<file path="src/rtl/fetch_unit.sv">
// Instruction fetch stage: holds the PC, runs a req/ack read to instruction
// memory, latches the returned word into IR and presents its opcode field.
module fetch_unit #(
  parameter int unsigned PC_WIDTH    = 10,
  parameter int unsigned INSTR_WIDTH = 16,
  parameter int unsigned RESET_PC    = 0,
  parameter int unsigned TIMEOUT     = 15
) (
  input  logic                   clk,
  input  logic                   rst_n,
  input  logic                   fetch_en,
  input  logic                   pc_wr,
  input  logic [PC_WIDTH-1:0]    pc_wr_data,
  output logic                   imem_req,
  output logic [PC_WIDTH-1:0]    imem_addr,
  input  logic                   imem_ack,
  input  logic [INSTR_WIDTH-1:0] imem_rdata,
  output logic [INSTR_WIDTH-1:0] ir,
  output logic [4:0]             opcode,
  output logic                   ir_valid,
  output logic                   fetch_done,
  output logic                   busy,
  output logic [PC_WIDTH-1:0]    pc,
  output logic                   fault,
  output logic                   pc_wr_drop
);

  typedef enum logic [0:0] {
    IDLE = 1'b0,
    REQ  = 1'b1
  } state_e;

  localparam logic [PC_WIDTH-1:0] PC_RST   = PC_WIDTH'(RESET_PC);
  localparam logic [PC_WIDTH-1:0] PC_ONE   = PC_WIDTH'(1);
  localparam logic [7:0]          CNT_LAST = 8'(TIMEOUT - 1);

  state_e                 state_q, state_d;
  logic [PC_WIDTH-1:0]    pc_q, pc_d;
  logic [PC_WIDTH-1:0]    addr_q, addr_d;
  logic [INSTR_WIDTH-1:0] ir_q, ir_d;
  logic                   ir_valid_q, ir_valid_d;
  logic                   req_q, req_d;
  logic                   done_q, done_d;
  logic                   fault_q, fault_d;
  logic                   drop_q, drop_d;
  logic [7:0]             cnt_q, cnt_d;

  // Next-state logic for the IDLE/REQ handshake and all registered outputs.
  always_comb begin
    state_d    = state_q;
    pc_d       = pc_q;
    addr_d     = addr_q;
    ir_d       = ir_q;
    ir_valid_d = ir_valid_q;
    req_d      = req_q;
    done_d     = 1'b0;
    fault_d    = fault_q;
    drop_d     = 1'b0;
    cnt_d      = cnt_q;
    case (state_q)
      IDLE: begin
        if (fetch_en) begin
          // A jump issued together with the fetch strobe is used as the fetch address.
          addr_d     = pc_wr ? pc_wr_data : pc_q;
          req_d      = 1'b1;
          ir_valid_d = 1'b0;
          cnt_d      = 8'd0;
          state_d    = REQ;
          if (pc_wr) begin
            pc_d = pc_wr_data;
          end else begin
            pc_d = pc_q;
          end
        end else if (pc_wr) begin
          pc_d = pc_wr_data;
        end else begin
          pc_d = pc_q;
        end
      end
      REQ: begin
        drop_d = pc_wr;
        if (imem_ack) begin
          ir_d       = imem_rdata;
          pc_d       = addr_q + PC_ONE;
          req_d      = 1'b0;
          ir_valid_d = 1'b1;
          done_d     = 1'b1;
          state_d    = IDLE;
        end else if (cnt_q == CNT_LAST) begin
          req_d   = 1'b0;
          fault_d = 1'b1;
          state_d = IDLE;
        end else begin
          cnt_d = cnt_q + 8'd1;
        end
      end
      default: begin
        req_d   = 1'b0;
        state_d = IDLE;
      end
    endcase
  end

  // State and output registers; reset abandons any in-flight fetch.
  always_ff @(posedge clk or negedge rst_n) begin
    if (!rst_n) begin
      state_q    <= IDLE;
      pc_q       <= PC_RST;
      addr_q     <= {PC_WIDTH{1'b0}};
      ir_q       <= {INSTR_WIDTH{1'b0}};
      ir_valid_q <= 1'b0;
      req_q      <= 1'b0;
      done_q     <= 1'b0;
      fault_q    <= 1'b0;
      drop_q     <= 1'b0;
      cnt_q      <= 8'd0;
    end else begin
      state_q    <= state_d;
      pc_q       <= pc_d;
      addr_q     <= addr_d;
      ir_q       <= ir_d;
      ir_valid_q <= ir_valid_d;
      req_q      <= req_d;
      done_q     <= done_d;
      fault_q    <= fault_d;
      drop_q     <= drop_d;
      cnt_q      <= cnt_d;
    end
  end

  assign imem_req   = req_q;
  assign imem_addr  = addr_q;
  assign ir         = ir_q;
  assign opcode     = ir_q[15:11];
  assign ir_valid   = ir_valid_q;
  assign fetch_done = done_q;
  assign busy       = req_q;
  assign pc         = pc_q;
  assign fault      = fault_q;
  assign pc_wr_drop = drop_q;

endmodule

</file>
<file path="config.mk">
export PLATFORM = sky130hd
export DESIGN_NAME = fetch_unit
export DESIGN_NICKNAME = d
export VERILOG_FILES = /design/src/rtl/fetch_unit.sv
export SDC_FILE = /design/constraint.sdc
export NUM_CORES = 1
export LEC_CHECK = 0
export BUFFER_PORTS_ARGS = -buffer_cell sky130_fd_sc_hd__buf_2
export CAP_MARGIN = 20
export CORE_ASPECT_RATIO = 1.2
export CORE_MARGIN = 2
export CORE_UTILIZATION = 50
export DETAILED_ROUTE_END_ITERATION = 12
export MAX_ROUTING_LAYER = met4
export PLACE_DENSITY = 0.83
export SLEW_MARGIN = 20
export SYNTH_ARGS = -nofsm -noshare
export SYNTH_HDL_FRONTEND = slang
export SYNTH_SLANG_ARGS = --single-unit
</file>
<file path="constraint.sdc">
create_clock -name clk -period 2.1 [get_ports clk]
set_input_delay 0.21 -clock clk [delete_from_list [all_inputs] [get_ports clk]]
set_output_delay 0.21 -clock clk [all_outputs]
set_load 0.1 [all_outputs]
</file>
==> reports/results.md <==
| Quantity | Value |
| --- | --- |
| Post-synth EDFFs | 0 |
| Hold path start | imem_rdata[13] |
| Number of sinks driven by the clock tree | 50 |
| Launch instance of the worst register-to-register path | cnt_q[0] |
| Total Routed Length | 4.964 mm |
| Register area | 1251 sq um |
| Cell with the largest stage delay on the worst path | sky130_fd_sc_hd__dfrtp_1 |
| Max clock buf depth | 2 |
| Die X | 65.90 microns |
| Top-Level Pins | 78 |
| DRC viols | 0 |
| Outcome | finished, final reports clean |
| Flop2flop setup slack | 0.45 ns |
| Cell leakage power | 0.001496 uW |
| Endpoints failing setup | 0 |
| Synthesis warning total | 0 |
| Pin count of the biggest net entering global routing | 26 |
| CTS tree | yes |
| Worst-Margin Slew | 0.8089 ns |
| Proportion of layout cells with a drive suffix above 1 | 0.3045 |
| CP delay by family, top | simple AND/OR/NAND/NOR gates |
| Final Max Slew Viols | 0 |
| Global-route track usage on met1 | 0.2724 |
| Fraction of post-synthesis cell area in the top cell type by area | 0.5444 |
| Iteration-0 DRC Markers | 88 |
| Max Fclk | 606.7 MHz |
| Count of different cell masters after synthesis | 39 |
| First-pass GRT wire length | 8.342 mm |
| Number of buffers inserted to repair setup after CTS | 0 |
| Worst IR drop on VDD | 0.7389 mV |
| Met3 Use GR | 0.03582 |
| Final standard cell utilization of the core | 0.6260 |
| Top post-synthesis cells by count | 65 x sky130_fd_sc_hd__nand2_1, 50 x sky130_fd_sc_hd__dfrtp_1, 13 x sky130_fd_sc_hd__o21ai_0, 12 x sky130_fd_sc_hd__nor2_1, 10 x sky130_fd_sc_hd__mux2i_1 |
| Hold Crit Class | in -> reg |
| Count of cells resized by post-cts repair | 0 |
| Cell with the most instances after synthesis | sky130_fd_sc_hd__nand2_1 |
| Vias post-DR | 1,955 |
| Data required, critical path | 2.33 ns |
| Post-layout minimum cycle time | 1.648 ns |
| Via/cell ratio | 5.284 |
| Floorplan die area | 5158 sq um |
| Antenna viol nets, final | 0 |
| Top post-synthesis cells by area | sky130_fd_sc_hd__dfrtp_1 54%, sky130_fd_sc_hd__nand2_1 11%, sky130_fd_sc_hd__mux2i_1 4.4% |
| Diode count | 0 |
| Nature of the critical path endpoint | register |
| CTS root buffer | sky130_fd_sc_hd__clkbuf_8 |
| Clock buffers created by TritonCTS | 5 |
| Final weighted congestion in routability-driven placement | 0.9247 |
| Sequential-to-total area share from yosys stat | 0.5444 |
| Setup repair after global routing missed its margin | no |
| Average cell area after synthesis | 9.739 sq um |
| Crit path kind | reg -> reg |
| Half-perimeter wire length after placement | 3.579 mm |
| Synthesized netlist net count | 270 |
| Hold depth | 3 |
| Buffering stage count on the worst path with inverters included | 2 |
| Number of placement rows | 27 |
| Gr busiest metal | met2 |
| Overflow left after global routing | 0 |
| Seq cells post-synth | 50 |
| Crit path cell chain | inv_1 > ha_1 > nand4b_2 > o41ai_2 > buf_4 > or3_1 > a21oi_2 |
| Detailed-router iteration count before antenna repair | 4 |
| Vias in the first global route | 1,825 |
| Critical path launch point type | register |
| Number of inserted filler cells in the final layout | 359 |
| Wirelength per Cell | 13.42 microns |
| Starting utilization of the core area | 0.5116 |
| Headroom to the max-slew limit | 0.4607 |
| End of the worst register-to-register path | cnt_q[4] |
| Area of the multi-input gates | 938.4 sq um |
| Number of nets in the layout | 345 |
| Height of the die | 78.27 microns |
| Max Cap Viol | 0 |
| Total of buffers placed on input and output ports | 77 |
| Worst Hold Endpoint | ir[13] |
| Global Route Usage Sum | 0.2142 |
| Post-synthesis instance area | 2298 sq um |
| Initial antenna violation count | 0 |
| Clock network latency to the later pin of the worst-skew pair | 0.30 ns |
| Max stage delay on crit path | 0.45 ns |
| Final setup skew | 0.003279 ns |
| Pwr/cell area | 1534 nW/um^2 |
| Layout Area Growth over Synthesis | 22.37% |
| Synth Flop Type | sky130_fd_sc_hd__dfrtp_1 |
| Core region area | 4493 sq um |
| GRT met2 Usage | 0.3576 |
| Clock slew at reported path FFs | 0.09 ns |
| Critical Path Fanout Max | 11 |
| CTS H-Tree Depth | 2 |
| Count of final hold-check violations | 0 |
| Path depth of the worst reg2reg path | 7 |
| Aggregate negative setup slack | 0 ns |
| Period Utilization, post-route | 0.7849 |
| Largest area contributor in the netlist | sky130_fd_sc_hd__dfrtp_1 |
| Critical path data arrival time | 1.88 ns |
| Async S/R FF share, synth | 1.000 |
| Post-Syn Instances | 236 |
| Cts hold-fix bufs | 1 |
[routing by layer]
layer	up-vias	routed length (microns)
met3	6	290
met2	64	2455
met5	-	0
met1	939	2170
li1	946	-
met4	0	48
[registers in the layout, indices dropped and copies added, names as in the netlist]
register	count
pc	10
imem_addr	10
state_q	1
fault	1
ir	16
cnt_q	8
pc_wr_drop	1
busy	1
fetch_done	1
ir_valid	1
[layout by cell type, fill, tap and decap left out, types with 2 or more instances in the layout]
cell	count
sky130_fd_sc_hd__a21oi_1	6
sky130_fd_sc_hd__o211ai_1	2
sky130_fd_sc_hd__nor2_1	12
sky130_fd_sc_hd__a21o_1	2
sky130_fd_sc_hd__nor3_1	2
sky130_fd_sc_hd__buf_2	77
sky130_fd_sc_hd__xnor2_1	3
sky130_fd_sc_hd__o21ai_0	13
sky130_fd_sc_hd__xor2_1	8
sky130_fd_sc_hd__mux2i_1	10
sky130_fd_sc_hd__inv_1	4
sky130_fd_sc_hd__clkbuf_8	6
sky130_fd_sc_hd__and3_1	2
sky130_fd_sc_hd__o221ai_1	2
sky130_fd_sc_hd__o22ai_1	6
sky130_fd_sc_hd__dfrtp_1	50
sky130_fd_sc_hd__ha_1	3
sky130_fd_sc_hd__nand2b_1	2
sky130_fd_sc_hd__nand3_1	8
sky130_fd_sc_hd__buf_4	6
sky130_fd_sc_hd__nand4_1	3
sky130_fd_sc_hd__nand2_1	65
sky130_fd_sc_hd__o31ai_1	2
[worst min-delay path, cell delays in order]
cell and delay (ns):
sky130_fd_sc_hd__buf_2 0.08, sky130_fd_sc_hd__nand2_1 0.04, sky130_fd_sc_hd__nand2_1 0.04
[through the flow]
step           worst slack [ns]  total power (uW)  std cells  instance area, sq um  hold WS (ns)
2_1_floorplan            0.1858              3393        236                  2298      -0.08559
5_1_grt                  0.3302              4508        370                  2813       0.09099
4_1_cts                  0.4594              4340        370                  2813       0.09357
3_5_place_dp             0.4884              3765        361                  2708        0.1194
6_report                 0.4518              4316        370                  2813       0.09878
3_3_place_gp             0.5372              3738        361                  2708        0.1179
[kinds of logic (layout without fill, tap and decap cells)]
kind of cell,Yosys count,in the layout,synth area share
AO/OA/AOI/OAI,38,38,0.1045
XOR/XNOR,11,11,0.04192
adder cells (fa/ha/maj),3,3,0.01633
buffers and inverters,20,96,0.04736
flip-flops,50,50,0.5444
multiplexers,10,10,0.04355
AND/OR/NAND/NOR,104,104,0.2020
[how the worst max path moves through the flow]
stage / startpoint / to / slack (ns) / cells after the start
global route: state_q / imem_addr[1] / 0.33 / 2
floorplan: imem_addr[4] / pc[8] / 0.19 / 4
global placement: cnt_q[0] / cnt_q[4] / 0.54 / 7
detailed placement: cnt_q[0] / cnt_q[4] / 0.49 / 7
CTS: cnt_q[0] / cnt_q[4] / 0.46 / 7
finish: cnt_q[0] / cnt_q[4] / 0.45 / 7
[report_power, final]
part           internal, uW  switching (uW)  total (uW)
clock                   265             302         567
sequential             1180             209        1380
combinational           347            2020        2360
total                  1790            2530        4320
[final cells by class]
cell class,instances,share of cell area
sequential,50,0.4448
multi-input combinational,166,0.3336
timing repair buffer,84,0.1566
clock buffer,6,0.02936
tap,58,0.02580
inverter,4,0.005338
clock inverter,2,0.004448
(Power assumes the default switching activity.)
